--- src/rtl/lcd_bus_writer.sv ---
// Buffered 8080-style LCD write engine: FIFO-queued command/data words driven onto CS/RS/WR/DATA.
// Define LCD_FILL_EN to add in_count, a per-word repeat count for solid-colour fills.
module lcd_bus_writer #(
  parameter int unsigned DEPTH    = 8,
  parameter int unsigned CS_SETUP = 1,
  parameter int unsigned WR_LOW   = 2,
  parameter int unsigned WR_HIGH  = 2
) (
  input  logic                   clk,
  input  logic                   rst,
  input  logic                   in_valid,
  output logic                   in_ready,
  input  logic                   in_rs,
  input  logic [15:0]            in_data,
`ifdef LCD_FILL_EN
  input  logic [16:0]            in_count,
`endif
  output logic                   busy,
  output logic [$clog2(DEPTH):0] level,
  output logic                   LCD_CS,
  output logic                   LCD_RS,
  output logic                   LCD_WR,
  output logic                   LCD_RD,
  output logic [15:0]            LCD_DATA
);

  localparam int unsigned AW = $clog2(DEPTH);
`ifdef LCD_FILL_EN
  localparam int unsigned EW = 34;
`else
  localparam int unsigned EW = 17;
`endif
  localparam int unsigned MaxPh = (CS_SETUP > WR_LOW) ?
                                  ((CS_SETUP > WR_HIGH) ? CS_SETUP : WR_HIGH) :
                                  ((WR_LOW > WR_HIGH) ? WR_LOW : WR_HIGH);
  localparam int unsigned CntW = $clog2(MaxPh + 1);
  localparam logic [CntW-1:0] SetupLd = CntW'(CS_SETUP - 1);
  localparam logic [CntW-1:0] LowLd   = CntW'(WR_LOW - 1);
  localparam logic [CntW-1:0] HighLd  = CntW'(WR_HIGH - 1);

  typedef enum logic [1:0] {StIdle, StSetup, StWrLo, StWrHi} state_e;

  // FIFO storage; pointers carry one extra wrap bit so full and empty are distinguishable.
  logic [EW-1:0] mem_q [DEPTH];
  logic [AW:0]   wptr_q, rptr_q;
  logic [EW-1:0] in_entry, head;
  logic          push, pop, empty, full;
  logic          head_rs;
  logic [15:0]   head_data;

`ifdef LCD_FILL_EN
  logic [16:0] head_rep;
  logic [16:0] rep_q, rep_d;
  assign in_entry = {in_rs, in_data, in_count};
  assign head_rep = (head[16:0] == 17'd0) ? 17'd1 : head[16:0];
`else
  assign in_entry = {in_rs, in_data};
`endif

  assign head      = mem_q[rptr_q[AW-1:0]];
  assign head_rs   = head[EW-1];
  assign head_data = head[EW-2 -: 16];
  assign level     = wptr_q - rptr_q;
  assign full      = (level == (AW+1)'(DEPTH));
  assign empty     = (wptr_q == rptr_q);
  assign in_ready  = ~full;
  assign push      = in_valid & ~full;

  always_ff @(posedge clk) begin
    if (rst) begin
      wptr_q <= '0;
      rptr_q <= '0;
    end else begin
      if (push) wptr_q <= wptr_q + (AW+1)'(1);
      if (pop)  rptr_q <= rptr_q + (AW+1)'(1);
    end
  end

  always_ff @(posedge clk) begin
    if (push) mem_q[wptr_q[AW-1:0]] <= in_entry;
  end

  state_e          state_q, state_d;
  logic [CntW-1:0] cnt_q, cnt_d;
  logic            cs_q, cs_d, wr_q, wr_d, rs_q, rs_d;
  logic [15:0]     data_q, data_d;

  always_comb begin
    state_d = state_q;
    cnt_d   = cnt_q;
    cs_d    = cs_q;
    wr_d    = wr_q;
    rs_d    = rs_q;
    data_d  = data_q;
    pop     = 1'b0;
`ifdef LCD_FILL_EN
    rep_d   = rep_q;
`endif
    unique case (state_q)
      StIdle: begin
        if (!empty) begin
          pop     = 1'b1;
          rs_d    = head_rs;
          data_d  = head_data;
`ifdef LCD_FILL_EN
          rep_d   = head_rep;
`endif
          cs_d    = 1'b0;
          cnt_d   = SetupLd;
          state_d = StSetup;
        end
      end
      StSetup: begin
        if (cnt_q == '0) begin
          wr_d    = 1'b0;
          cnt_d   = LowLd;
          state_d = StWrLo;
        end else begin
          cnt_d = cnt_q - CntW'(1);
        end
      end
      StWrLo: begin
        if (cnt_q == '0) begin
          wr_d    = 1'b1;
          cnt_d   = HighLd;
          state_d = StWrHi;
        end else begin
          cnt_d = cnt_q - CntW'(1);
        end
      end
      StWrHi: begin
        if (cnt_q != '0) begin
          cnt_d = cnt_q - CntW'(1);
`ifdef LCD_FILL_EN
        end else if (rep_q > 17'd1) begin
          rep_d   = rep_q - 17'd1;
          wr_d    = 1'b0;
          cnt_d   = LowLd;
          state_d = StWrLo;
`endif
        end else if (!empty) begin
          // Stream the next word: CS stays low and RS/DATA change together with the WR fall.
          pop     = 1'b1;
          rs_d    = head_rs;
          data_d  = head_data;
`ifdef LCD_FILL_EN
          rep_d   = head_rep;
`endif
          wr_d    = 1'b0;
          cnt_d   = LowLd;
          state_d = StWrLo;
        end else begin
          cs_d    = 1'b1;
          state_d = StIdle;
        end
      end
      default: state_d = StIdle;
    endcase
  end

  always_ff @(posedge clk) begin
    if (rst) begin
      state_q <= StIdle;
      cnt_q   <= '0;
      cs_q    <= 1'b1;
      wr_q    <= 1'b1;
      rs_q    <= 1'b0;
      data_q  <= '0;
`ifdef LCD_FILL_EN
      rep_q   <= '0;
`endif
    end else begin
      state_q <= state_d;
      cnt_q   <= cnt_d;
      cs_q    <= cs_d;
      wr_q    <= wr_d;
      rs_q    <= rs_d;
      data_q  <= data_d;
`ifdef LCD_FILL_EN
      rep_q   <= rep_d;
`endif
    end
  end

  assign busy     = ~empty | (state_q != StIdle);
  assign LCD_CS   = cs_q;
  assign LCD_WR   = wr_q;
  assign LCD_RS   = rs_q;
  assign LCD_DATA = data_q;
  assign LCD_RD   = 1'b1;

endmodule

--- config.mk ---
export PLATFORM = sky130hd
export DESIGN_NAME = lcd_bus_writer
export DESIGN_NICKNAME = d
export VERILOG_FILES = /design/src/rtl/lcd_bus_writer.sv
export SDC_FILE = /design/constraint.sdc
export NUM_CORES = 1
export LEC_CHECK = 0
export ABC_CLOCK_PERIOD_IN_PS = 6400
export BUFFER_PORTS_ARGS = -buffer_cell sky130_fd_sc_hd__buf_4
export CAP_MARGIN = 20
export CORE_MARGIN = 5
export CORE_UTILIZATION = 39
export CTS_CLUSTER_DIAMETER = 200
export DETAILED_ROUTE_END_ITERATION = 12
export GPL_TIMING_DRIVEN = 1
export SYNTH_ARGS = -nofsm -noshare
export SYNTH_HDL_FRONTEND = slang
export SYNTH_SLANG_ARGS = --single-unit
--- constraint.sdc ---
create_clock -name clk -period 6.4 [get_ports clk]
set_clock_uncertainty 0.05 [all_clocks]
set_input_delay 0 -clock clk [delete_from_list [all_inputs] [get_ports clk]]
set_output_delay 0 -clock clk [all_outputs]
set_load 0.02 [all_outputs]
== Yosys cells after proc, flatten, opt, wreduce, memory -nomap -nowiden ==
Memory sizes are Yosys's and may differ from the RTL's. A register that Yosys moved wholly into a read port is not among the register bits.
Index checks and enable logic that the tools add are counted.

* Register bits: 31
* Bits in writable memories: 136
* Input port bits: 20
* Output and inout bits: 26
* Logic and storage cells: 72
* Memories: 1

{| class="wikitable"
|+ Memory list
! memory !! words !! width !! read ports !! clocked after Yosys merged registers in !! write ports !! RTL line !! text
|-
| mem_q || 8 || 17 || 1 || 1 || 1 || 44 || <nowiki>logic [EW-1:0] mem_q [DEPTH];</nowiki>
|}

* Add/sub/neg operators: 4
* Equality and inequality tests: 12
* Mux-type cells: 31
* Bitwise operators: 4
* Reduce and logical (&&, ||, !) cells: 12

{| class="wikitable"
|+ Operators with widths
! operator !! number
|-
| 2-to-1 mux 16 bit || 2
|-
| case mux 16 bit (2 select lines) || 1
|-
| 2-to-1 mux 2 bit || 8
|-
| 2-to-1 mux 1 bit || 12
|-
| != test 2 bit, second input constant || 6
|-
| adder 4 x 1 -> 4 bit, second input constant || 2
|-
| case mux 2 bit (4 select lines) || 1
|-
| AND reduction 4 bit || 2
|-
| 2-to-1 mux 3 bit || 2
|-
| case mux 1 bit (2 select lines) || 3
|-
| case mux 2 bit (3 select lines) || 1
|-
| nonzero test 2 bit || 3
|-
| AND reduction 5 bit || 1
|-
| equality test 2 bit, second input constant || 2
|-
| equality test 4 bit || 1
|-
| equality test 4 bit, second input constant || 1
|-
| logical NOT 2 bit || 2
|-
| AND reduction 2 bit || 2
|-
| subtractor 4 bit || 1
|-
| != test 3 bit, second input constant || 1
|-
| case mux 1 bit (3 select lines) || 1
|-
| nonzero test 3 bit || 1
|-
| equality test 2 x 1 -> 1 bit, second input constant || 1
|-
| NOT 1 bit || 2
|-
| other kinds (4) || 4
|}

== Depth between registers and ports, before layout ==
* Depth after elaboration: 6
* Gate-level depth with buffers: 8
* Gate-level depth less buffers: 8

== Worst setup path before layout ==
OpenSTA, ideal clock, no wires.

* Path type: register -> register
* Start: register wptr_q[0]
* End: memory mem_q[0][0], enable pin
* Setup time: 485 ps
* Arrival: 4541 ps
* Required time: 5865 ps
* Setup slack: 1324 ps
* Cell stages (with the launch flop): 8
* Buffers on the path: 0
* Period minus slack after synthesis: 5076 ps
* Cells stage by stage: dfxtp_1 inv_1 ha_1 inv_1 fa_1 xor2_1 nor2_1 a2111oi_0

* Cells in the longest elaborated chain, start to end: 6

{| class="wikitable"
|+ Ends and longest elaborated chain
! element !! RTL line !! text
|-
| start: declaration || 45 || <nowiki>logic [AW:0] wptr_q, rptr_q;</nowiki>
|-
| start signal: assignment || 74 || <nowiki>if (push) wptr_q <= wptr_q + (AW+1)'(1);</nowiki>
|-
| subtractor 4 bit || 63 || <nowiki>assign level = wptr_q - rptr_q;</nowiki>
|-
| net level[2] || 19 || <nowiki>output logic [$clog2(DEPTH):0] level,</nowiki>
|-
| equality test 4 bit || 64 || <nowiki>assign full = (level == (AW+1)'(DEPTH));</nowiki>
|-
| NOT 1 bit || 67 || <nowiki>assign push = in_valid & ~full;</nowiki>
|-
| AND 1 bit || 67 ||
|-
| 2-to-1 mux 1 bit || 80 || <nowiki>if (push) mem_q[wptr_q[AW-1:0]] <= in_entry;</nowiki>
|-
| 2-to-1 mux 1 bit (not written as such) || 80 ||
|-
| end: declaration || 44 ||
|}

The timed path passes the listed nets, and every way through them passes these cells.

== Final worst setup path ==
* Start: register wptr_q[0]
* End: memory mem_q[6][2], enable pin

* Cells in the longest elaborated chain, start to end: 6

{| class="wikitable"
|+ Ends and longest elaborated chain
! element !! RTL line
|-
| subtractor 4 bit || 63
|-
| equality test 4 bit || 64
|-
| NOT 1 bit || 67
|-
| AND 1 bit || 67
|-
| 2-to-1 mux 1 bit || 80
|-
| 2-to-1 mux 1 bit (not written as such) || 80
|}

Several ways; a longest one is shown, not always the timed one.

==> reports/qor.csv <==
stage;metric;value;unit
finish;finalInstanceArea;8250;um^2
detailed_routing;drc;0;
yosys;yosysTopAreaCell;edfxtp_1;
detailed_routing;dr_total_vias;3738;
timing;fmaxAchievable;339;MHz
worst_setup_path;crit_path_end_kind;flip-flop;
clock_tree;clk_path_buf_depth;2;
detailed_routing;drtAntennaViolNets;0;
yosys;yosys.cell_count.top_type;edfxtp_1;
floorplanning;boundaryPins;46;
clock_tree;htreeDepth;4;
place;io_buffer_count;44;
power_and_ir_drop;p_sw;1.25;mW
worst_setup_path;path_class;flip-flop to flip-flop;
power_and_ir_drop;p_per_area;453;nW/um^2
worst_setup_path;critPathMaxFanout;17;
hold_path;hold_depth;2;
yosys;synth_top_area_share;59.5;%
power_and_ir_drop;seq_power_share;38.9;%
floorplanning;initial_core_util;39.7;%
finish;n_fill_cell;1480;
detailed_routing;via_per_inst;5.27;
timing;totalNegativeSetupSlack;0;ps
clock_tree;cts_resized;0;
timing;post-route-min-period;2950;ps
place;place_ws;3490;ps
power_and_ir_drop;p_comb_share;34.8;%
grt;grt_overflow;0;
clock_tree;cts_setup_buffers;0;
flow_run;cap_viol_max_count;0;
hold_path;hold_end;rptr_q[1]$_SDFFE_PP0P_;
floorplanning;rows;48;
floorplanning;die-width;143;um
yosys;synthCells;401;
yosys;synth.area.top_cells;edfxtp_1 (60%), mux4_2 (11%), dfxtp_1 (9.9%);
yosys;synthArstFlopShare;0;%
worst_setup_path;startpoint;wptr_q[0]$_SDFFE_PP0P_;
timing;min_period_over_period;46.1;%
timing;final_hold_viol_count;0;
timing;worst_pin_slew;799;ps
place;dpl_cell_area;7510;um^2
run_status;status;complete, no violations;
yosys;synth_area;6860;um^2
place;gp_congestion;0.754;
hold_path;hold_path.class;input pin to flip-flop;
hold_path;hp-start;rst;
yosys;yosysSeqAreaShare;69.5;%
detailed_routing;drt_pass1_iterations;4;
clock_tree;cts.sink_count;170;
floorplanning;die_y;143;um
floorplanning;fp.dieArea;20300;um^2
grt;grt_pass1_wl;21800;um
clock_tree;numCtsBuffers;17;
timing;setup_violations;0;
power_and_ir_drop;p_int;2.48;mW
worst_setup_path;worstRegToRegCells;9;
worst_setup_path;reg2reg_to;mem_q[6][2]$_DFFE_PP_;
yosys;synth-edff-count;136;
grt;antenna_found_initial;0;
finish;drive_gt1_share;27.5;%
timing;fin_ws;3450;ps
worst_setup_path;crit_arrival;3040;ps
clock_tree;cts.reportedPaths.clkPinSlew;60;ps
timing;relSlewSlack;46.6;%
clock_tree;worst_skew_pair.late_latency;410;ps
power_and_ir_drop;sw_frac_of_total;33.5;%
power_and_ir_drop;power.leakage;2.74;nW
timing;rsz0062_at_grt;no;
grt;grt_pass1_vias;3785;
detailed_routing;routed_wl;13700;um
clock_tree;cts_tree;built;
yosys;yosysWarnings;0;
detailed_routing;drt_iter0_drc;225;
floorplanning;core-area;17300;um^2
worst_setup_path;required;6490;ps
finish;num_antenna_cells;0;
finish;syn_to_final_growth;20.3;%
yosys;synthesis.nets;432;
power_and_ir_drop;vdd_ir_drop_max;0.281;mV
yosys;synth_common_cells;edfxtp_1 (136), dfxtp_1 (34), mux4_2 (34), nor2_1 (34), a211oi_1 (19);
yosys;ys_ff_latch;170;
detailed_routing;wl_per_cell;19.3;um
worst_setup_path;rr_startpoint;wptr_q[0]$_SDFFE_PP0P_;
yosys;synth.distinct_cells;51;
clock_tree;clock-root-buffer;clkbuf_16;
timing;drv_slew;0;
finish;num-nets-final;502;
worst_setup_path;reg2reg_slack;3450;ps
grt;grt_use_total;14.2;%
place;dp_hpwl;8110;um
yosys;syn_area_per_cell;17.1;um^2
power_and_ir_drop;p_clk_share;26.3;%
worst_setup_path;critPathLaunchType;flip-flop;
yosys;synth_ff_type;edfxtp_1;
grt;grt_max_degree;44;
## layout make-up
| class | instances | area [um^2] | area share [%] |
|---|---|---|---|
| Multi-Input combinational cell | 199 | 2000 | 24.2 |
| Clock buffer | 23 | 468 | 5.67 |
| Sequential cell | 170 | 4770 | 57.7 |
| Tap cell | 225 | 282 | 3.41 |
| Timing Repair Buffer | 74 | 608 | 7.37 |
| Clock inverter | 9 | 96.3 | 1.17 |
| Inverter | 9 | 33.8 | 0.409 |
## layer usage
layer  GRT usage (%)  vias to the layer above  wire [um]
met5               0                        -          0
met4            4.60                        0        187
met3            3.58                       16        613
met2            22.3                       83       6620
met1            19.6                     1900       6240
li1                -                     1739          -
## stage by stage
stage          std cells  power (mW)  utilization [%]  hold slack [ps]
6_report             709        3.74             47.7             33.0
3_3_place_gp         658        2.75             43.3              182
4_1_cts              709        3.78             47.7             24.6
2_1_floorplan        401        2.38                -             48.9
5_1_grt              709        3.96             47.7             44.6
3_5_place_dp         659        2.78             43.4              190
## cells in the final DEF (no fill, tap or decap), drive strengths merged, types with 3 or more instances in the layout
cell type / netlist / routed
edfxtp: 136 / 136
a311oi: 3 / 3
buf: 11 / 56
clkinv: 0 / 5
nor2b: 4 / 4
dfxtp: 34 / 34
nand3: 6 / 6
nor2: 34 / 34
a21oi: 11 / 11
nand2b: 3 / 3
nor3: 6 / 6
a211oi: 19 / 19
inv: 9 / 10
ha: 10 / 10
o31ai: 3 / 3
mux2i: 17 / 17
clkbuf: 12 / 23
dlygate4sd3: 0 / 18
mux4: 34 / 34
o311ai: 3 / 3
nand2: 6 / 6
mux2: 5 / 5
## worst max path at each step
stage,to,slack [ps],cells past startpoint
6_report,mem_q[6][2]$_DFFE_PP_,3450,9
5_1_grt,mem_q[6][11]$_DFFE_PP_,3300,9
4_1_cts,mem_q[6][11]$_DFFE_PP_,3460,9
3_5_place_dp,mem_q[6][13]$_DFFE_PP_,3490,9
3_3_place_gp,wptr_q[3]$_SDFFE_PP0P_,3220,8
2_1_floorplan,mem_q[0][0]$_DFFE_PP_,1320,7
## power by group through the flow
stage,Sequential (mW),Clock (mW),Combinational [mW]
floorplan,1.49,0,0.890
global placement,1.47,0,1.28
detailed placement,1.48,0,1.30
CTS,1.46,1.00,1.32
global route,1.47,1.05,1.43
finish,1.45,0.982,1.30
## state kept, by name (all words and copies together), names as in the netlist, named ones only
signal / cells
LCD_DATA: 16
LCD_CS: 1
LCD_RS: 1
rptr_q: 4
cnt_q: 2
state_q: 2
mem_q: 136
LCD_WR: 1
wptr_q: 4
## worst max-delay path: stages, from the launching register on
cell and delay [ps]:
dfxtp_1 410, inv_1 120, ha_1 240, inv_1 80, fa_1 420, nand2b_1 170
or2_2 310, o31ai_1 500, nor2_1 110, buf_4 250
## repair_timing
action                                  in CTS  in global routing
endpoints found under the hold margin      137                  0
hold buffers                                18                  0
endpoints found under the setup margin       0                  0
## cell families (layout without fill, tap and decap cells)
group                      after synthesis  after routing  synth area share [%]
DFF                                    170            170                  69.5
and+or+nand+nor                         73             73                  5.49
other                                    1              1                0.0547
muxes                                   56             56                  14.5
buffers and inverters                   32            115                  2.10
adders and majority gates               11             11                  2.12
AOI/OAI and AO/OA                       55             55                  5.93
xor gates and xnor gates                 3              3                 0.383
(Power assumes the default switching activity.)
